### config.mk
export PLATFORM = sky130hd
export DESIGN_NAME = bpu
export DESIGN_NICKNAME = d
export VERILOG_FILES = /design/src/rtl/bpu_pkg.sv /design/src/rtl/bpu_ctr2.sv /design/src/rtl/bpu.sv
export SDC_FILE = /design/constraint.sdc
export NUM_CORES = 2
export LEC_CHECK = 0
export ABC_AREA = 1
export CORE_MARGIN = 2
export CORE_UTILIZATION = 50
export DETAILED_ROUTE_END_ITERATION = 16
export HOLD_SLACK_MARGIN = 0.15
export PLACE_DENSITY = 0.68
export SKIP_LAST_GASP = 1
export SLEW_MARGIN = 25
export SYNTH_ARGS = -nofsm -noshare
export SYNTH_HDL_FRONTEND = slang
export SYNTH_HIERARCHICAL = 1
export SYNTH_SLANG_ARGS = --single-unit
### constraint.sdc
create_clock -name clk -period 46.8 [get_ports clk]
set_input_delay 11.7 -clock clk [delete_from_list [all_inputs] [get_ports clk]]
set_output_delay 11.7 -clock clk [all_outputs]
set_load 0.03 [all_outputs]
### src/rtl/bpu_pkg.sv
// Shared definitions for the branch prediction unit: word width and the
// 2-bit saturating counter encodings used by every table entry.
package bpu_pkg;

  localparam int WORD = 32;

  typedef enum logic [1:0] {
    SNT = 2'b00,
    WNT = 2'b01,
    WT  = 2'b10,
    ST  = 2'b11
  } ctr_t;

  // Counter value held by every entry coming out of reset.
  localparam ctr_t CTR_RST = WNT;

  // Counter value given to a freshly allocated entry (first seen taken).
  localparam ctr_t CTR_ALLOC = WT;

endpackage : bpu_pkg

### src/rtl/bpu_ctr2.sv
// 2-bit saturating counter next-state function: counts up on taken,
// down on not-taken, and sticks at ST / SNT.
module bpu_ctr2
  import bpu_pkg::*;
(
  input  ctr_t ctr,
  input  logic taken,
  output ctr_t ctr_next
);

  // Saturating increment/decrement of the direction counter.
  always_comb begin
    ctr_next = ctr;
    case (ctr)
      SNT: ctr_next = taken ? WNT : SNT;
      WNT: ctr_next = taken ? WT  : SNT;
      WT:  ctr_next = taken ? ST  : WNT;
      ST:  ctr_next = taken ? ST  : WT;
      default: ctr_next = ctr;
    endcase
  end

endmodule : bpu_ctr2

### src/rtl/bpu.sv
// Branch prediction unit: direct-mapped BTB with 2-bit counters.
// IF side: combinational lookup producing Pre_Branch / Pre_PC.
// EX side: combinational resolve producing the redirect, then training
// of the table on the clock edge.
// There is no handshake: EX_Valid qualifies every EX input for exactly one
// cycle, and the block accepts one resolve per cycle with no back-pressure.
module bpu
  import bpu_pkg::*;
#(
  parameter int IDX_W = 4,
  parameter int TAG_W = 30 - IDX_W
) (
  input  logic            clk,
  input  logic            rst,
  input  logic [WORD-1:0] IF_PC,
  output logic            Pre_Branch,
  output logic [WORD-1:0] Pre_PC,
  input  logic            EX_Valid,
  input  logic            EX_Is_Branch,
  input  logic            EX_Taken,
  input  logic [WORD-1:0] EX_Inst_PC,
  input  logic [WORD-1:0] EX_Target,
  input  logic            EX_Pred_Taken,
  input  logic [WORD-1:0] EX_Pred_PC,
  output logic            EX_Branch,
  output logic [WORD-1:0] EX_PC,
  output logic [15:0]     Br_Count,
  output logic [15:0]     Miss_Count
);

  localparam int ENTRIES = 1 << IDX_W;

  // Table held in flops so the lookup stays asynchronous.
  logic             valid_q [ENTRIES];
  logic [TAG_W-1:0] tag_q   [ENTRIES];
  logic [WORD-1:0]  tgt_q   [ENTRIES];
  ctr_t             ctr_q   [ENTRIES];

  logic [IDX_W-1:0] if_idx;
  logic [TAG_W-1:0] if_tag;
  logic             if_hit;

  logic [IDX_W-1:0] ex_idx;
  logic [TAG_W-1:0] ex_tag;
  logic             ex_hit;
  logic             ex_act_taken;
  logic [WORD-1:0]  ex_seq_pc;
  logic [WORD-1:0]  ex_act_pc;
  ctr_t             ex_ctr_next;

  assign if_idx = IF_PC[IDX_W+1:2];
  assign if_tag = IF_PC[WORD-1:IDX_W+2];
  assign ex_idx = EX_Inst_PC[IDX_W+1:2];
  assign ex_tag = EX_Inst_PC[WORD-1:IDX_W+2];

  // Fetch-side lookup: predict taken only on a tag hit with a taken-leaning counter.
  always_comb begin
    if_hit     = valid_q[if_idx] && (tag_q[if_idx] == if_tag);
    Pre_Branch = if_hit && ctr_q[if_idx][1];
    Pre_PC     = Pre_Branch ? tgt_q[if_idx] : IF_PC + 32'd4;
  end

  // EX-side resolve: compare the piped prediction with the real outcome.
  // A non-branch counts as not-taken, which flushes aliased predictions.
  always_comb begin
    ex_hit       = valid_q[ex_idx] && (tag_q[ex_idx] == ex_tag);
    ex_act_taken = EX_Is_Branch && EX_Taken;
    ex_seq_pc    = EX_Inst_PC + 32'd4;
    ex_act_pc    = ex_act_taken ? EX_Target : ex_seq_pc;
    EX_Branch    = EX_Valid &&
                   ((EX_Pred_Taken != ex_act_taken) ||
                    (EX_Pred_Taken && ex_act_taken && (EX_Pred_PC != EX_Target)));
    EX_PC        = EX_Branch ? ex_act_pc : ex_seq_pc;
  end

  bpu_ctr2 u_ctr2 (
    .ctr      (ctr_q[ex_idx]),
    .taken    (EX_Taken),
    .ctr_next (ex_ctr_next)
  );

  // Table training: update on hit, allocate on taken miss, drop aliased non-branches.
  always_ff @(posedge clk or posedge rst) begin
    if (rst) begin
      for (int i = 0; i < ENTRIES; i++) begin
        valid_q[i] <= 1'b0;
        tag_q[i]   <= '0;
        tgt_q[i]   <= '0;
        ctr_q[i]   <= CTR_RST;
      end
    end else if (EX_Valid) begin
      if (EX_Is_Branch) begin
        if (ex_hit) begin
          ctr_q[ex_idx] <= ex_ctr_next;
          if (EX_Taken) begin
            tgt_q[ex_idx] <= EX_Target;
          end
        end else if (EX_Taken) begin
          valid_q[ex_idx] <= 1'b1;
          tag_q[ex_idx]   <= ex_tag;
          tgt_q[ex_idx]   <= EX_Target;
          ctr_q[ex_idx]   <= CTR_ALLOC;
        end
      end else if (ex_hit) begin
        valid_q[ex_idx] <= 1'b0;
      end
    end
  end

  // Wrapping statistics: resolved branches and issued redirects.
  always_ff @(posedge clk or posedge rst) begin
    if (rst) begin
      Br_Count   <= '0;
      Miss_Count <= '0;
    end else begin
      if (EX_Valid && EX_Is_Branch) begin
        Br_Count <= Br_Count + 16'd1;
      end
      if (EX_Branch) begin
        Miss_Count <= Miss_Count + 16'd1;
      end
    end
  end

endmodule : bpu

==> key figures <==
Floorplan
  – Die ar.: 111000 um^2
  – Row count: approximately 120
  – Die Span X: around 330 um
  – Starting Density: 50.2%
  – Core footprint: 108000 um^2
  – # IOs: 232
  – DIE HEIGHT: 334 um

Placement
  – Placer congestion estimate: 0.949
  – DP HPWL: around 120 mm
  – I/O Buffers: 231

Pwr
  – Leakage: 0.0288 uW
  – Cell Pwr Density: 40.6 nW/um^2
  – Max IR drop VDD: approximately 0.00003 V

Global routing
  – First-pass GRT wire length: 294 mm
  – Vias in the first global route: 47100
  – Largest net degree at the start of global routing: 240
  – Antenna violations before repair: 5
  – GRT Residual Overflow: 0
  – GRT Total Usage: 34.6%

CTS
  – Clk Latency, worst-skew pair: 0.73 ns
  – Hold buffer count at cts: 0
  – CTS resizes: 0
  – Clock Sinks: 1008
  – Reg clk slew, reported paths: 0.06 ns
  – Longest Clk Path Bufs: 3
  – Number of setup buffers added after CTS: 0
  – CTS Root Cell: clkbuf_16
  – TritonCTS buffer count: 109
  – H-tree levels: 3
  – CTS tree: done

Detailed routing
  – Post-route ant nets: 0
  – Vias per inst: around 5.8
  – Remaining DRCs: 0
  – Drt total wl: between 150 and 200 mm
  – DR iter-0 viols: 6877
  – Drt wl/cell: approximately 22 um
  – DR pass1 iterations: 6
  – Via count: 51800

Synthesis
  – Post-synth top cells: nand2_1, o21ai_0, dfrtp_1, inv_1, nor2_1
  – Distinct cells, synth: 46
  – Synth area leaders: dfrtp_1, nand2_1, o21ai_0
  – Most frequent cell after synthesis: nand2_1
  – Post-synth ARST share: 100%
  – Most used flip-flop cell after synthesis: dfrtp_1
  – Seq/Total Area, Yosys: 46.4%
  – Synthesized area: 54400 um^2
  – Mean Syn Cell Area: between 7 and 8 um^2
  – Syn Inst Count: 7562
  – Synthesized flop and latch total: approximately 1000
  – Area fraction of the dominant cell type after synthesis: 45.6%
  – Area leader, netlist: dfrtp_1
  – Syn Nets: just under 8000
  – EDFF count, synth: 0
  – Yosys Warn Count: 6

Layout
  – Fillers: 10200
  – Synthesis-to-layout area growth: 11.9%
  – Inserted Diodes: 0
  – Layout cells sized above 1: 4.59%
  – Layout Nets: 7551

Critical path
  – Slowest cell on crit path: buf_4
  – Crit path max-delay family: buffers and inverters
  – Buf/Inv on CP: 5
  – Most used cell, CP: nand3_1
  – Peak fanout along the critical path: ~240
  – Setup CP Type: input port to output pin
  – Arr. time, crit path: roughly 18 ns
  – Critical path's largest stage delay: 0.86 ns
  – CP Capture Type: output pin
  – CP Launch Type: input port
  – Crit-path cells: buf_8, buf_4, buf_4, buf_12, a21oi_1, o21ai_0, nand3_1, nand3_1, nand3_1, xor2_1, nand4_1, nor2_1, nand2_1, nor2_2, nand2_1, o21ai_0, clkdlybuf4s50_1
  – WP data required: 35.10 ns

Timing
  – FMAX: 33.8 MHz
  – Endpoints failing hold: 0
  – Min Hold Slack: 0.475 ns
  – Max-slew violations: 0
  – Actual slew at the worst max-slew pin: 1.13 ns
  – Clock skew: ~0.026 ns
  – Slew HR: 24.4%
  – Final setup fails: 0
  – RSZ-0062 raised after global routing: no
  – Period utilization: a little over three fifths
  – TNS Setup: 0 ns
  – Final min period: 29.61 ns

Min path
  – Hold Crit Class: flip-flop to flip-flop

Status
  – Status: completed

Job
  – Max Cap Violations: 0
[power breakdown]
part | switching (uW) | internal [uW] | leakage [uW]
logic | 298 | 156 | 0.0142
registers | 77.7 | 1010 | 0.0127
clock network | 374 | 551 | 0.00188
[path summary, 6_finish.rpt]
path / startpoint / to / slack, ns / cells past startpoint
max in group asynchronous: rst / tag_q[313]$_DFFE_PP0P_ / 31.44 / 6
max: IF_PC[2] / Pre_PC[20] / 17.19 / 17
min: ctr_q[26]$_DFFE_PP1P_ / ctr_q[26]$_DFFE_PP1P_ / 0.47 / 2
min reg2reg: ctr_q[26]$_DFFE_PP1P_ / ctr_q[26]$_DFFE_PP1P_ / 0.47 / 2
min in group asynchronous: rst / tgt_q[183]$_DFFE_PP0P_ / 11.48 / 2
max reg2reg: tag_q[334]$_DFFE_PP0P_ / tag_q[306]$_DFFE_PP0P_ / 42.91 / 15
[sequential cells by signal (all words and copies together), names as in the netlist, named ones only]
signal,flops
tag_q,416
Br_Count,16
Miss_Count,16
ctr_q,32
tgt_q,512
[routing by layer]
layer / part of all wire (%) / global-route usage (%)
met2: 43 / 52.0
met3: 10 / 7.02
met5: 0.015 / 0
met4: 5.3 / 17.2
met1: 41 / 47.6
[worst register-to-register path, cell delays in order (launching register included)]
cell	delay (ns)
dfrtp_1	0.37
inv_1	0.07
nand2_1	0.05
o211ai_1	0.11
nand2_1	0.08
nand2_1	0.08
nand2_1	0.08
o21ai_1	0.48
nand2_1	0.12
nor2_1	0.14
nand3_1	0.13
nor2_4	0.31
nand2_4	0.33
nand2_2	0.74
buf_4	0.51
o21ai_0	0.15
[cells by family (layout without fill, tap and decap cells)]
| group | count (synthesis) | count (layout) | share of synthesized area (%) |
|---|---|---|---|
| simple gates | 3099 | 3099 | 22.9 |
| compound gates | 2073 | 2073 | 19.7 |
| buf+inv | 1275 | 1213 | 9.31 |
| flops | 1008 | 1008 | 46.4 |
| xor+xnor | 99 | 99 | 1.59 |
| fa+ha+maj | 8 | 8 | 0.184 |
[area by class of cell]
class | count | area, um^2 | area share, %
multi-input cells | 5279 | 24300 | 39.9
clock buffers | 167 | 3260 | 5.35
inverters | 697 | 2650 | 4.35
clock inverters | 35 | 578 | 0.950
repair buffers | 314 | 3100 | 5.10
well taps | 1414 | 1770 | 2.91
flip-flops and latches | 1008 | 25200 | 41.5
[placed cells by master, fill, tap and decap left out, types with 29 or more instances in the layout]
| cell | netlist | layout |
|---|---|---|
| clkbuf_1 | 334 | 29 |
| clkdlybuf4s50_1 | 0 | 226 |
| nor2_1 | 591 | 574 |
| nand4_1 | 48 | 48 |
| nand2_1 | 1997 | 1987 |
| o21ai_0 | 1351 | 1351 |
| xnor2_1 | 37 | 37 |
| xor2_1 | 62 | 62 |
| nor3_1 | 39 | 39 |
| o211ai_1 | 81 | 81 |
| nand3_1 | 383 | 383 |
| inv_1 | 670 | 669 |
| buf_4 | 12 | 72 |
| dfrtp_1 | 992 | 992 |
| clkbuf_16 | 0 | 111 |
| o21ai_1 | 49 | 49 |
| a21oi_1 | 542 | 542 |
[per-stage QoR]
step	std cells	util (%)	cell area, um^2	total power [uW]	worst slack [ns]
2_1_floorplan	7562	-	54400	1400	6.76
6_report	8914	56.1	60900	2470	17.19
5_1_grt	8914	56.1	60900	2590	16.87
4_1_cts	8912	56.1	60800	2470	17.50
3_5_place_dp	8710	52.5	57000	1550	17.51
3_3_place_gp	8708	52.5	56900	1530	17.39
Note: power is estimated with default switching activity, not from simulation.
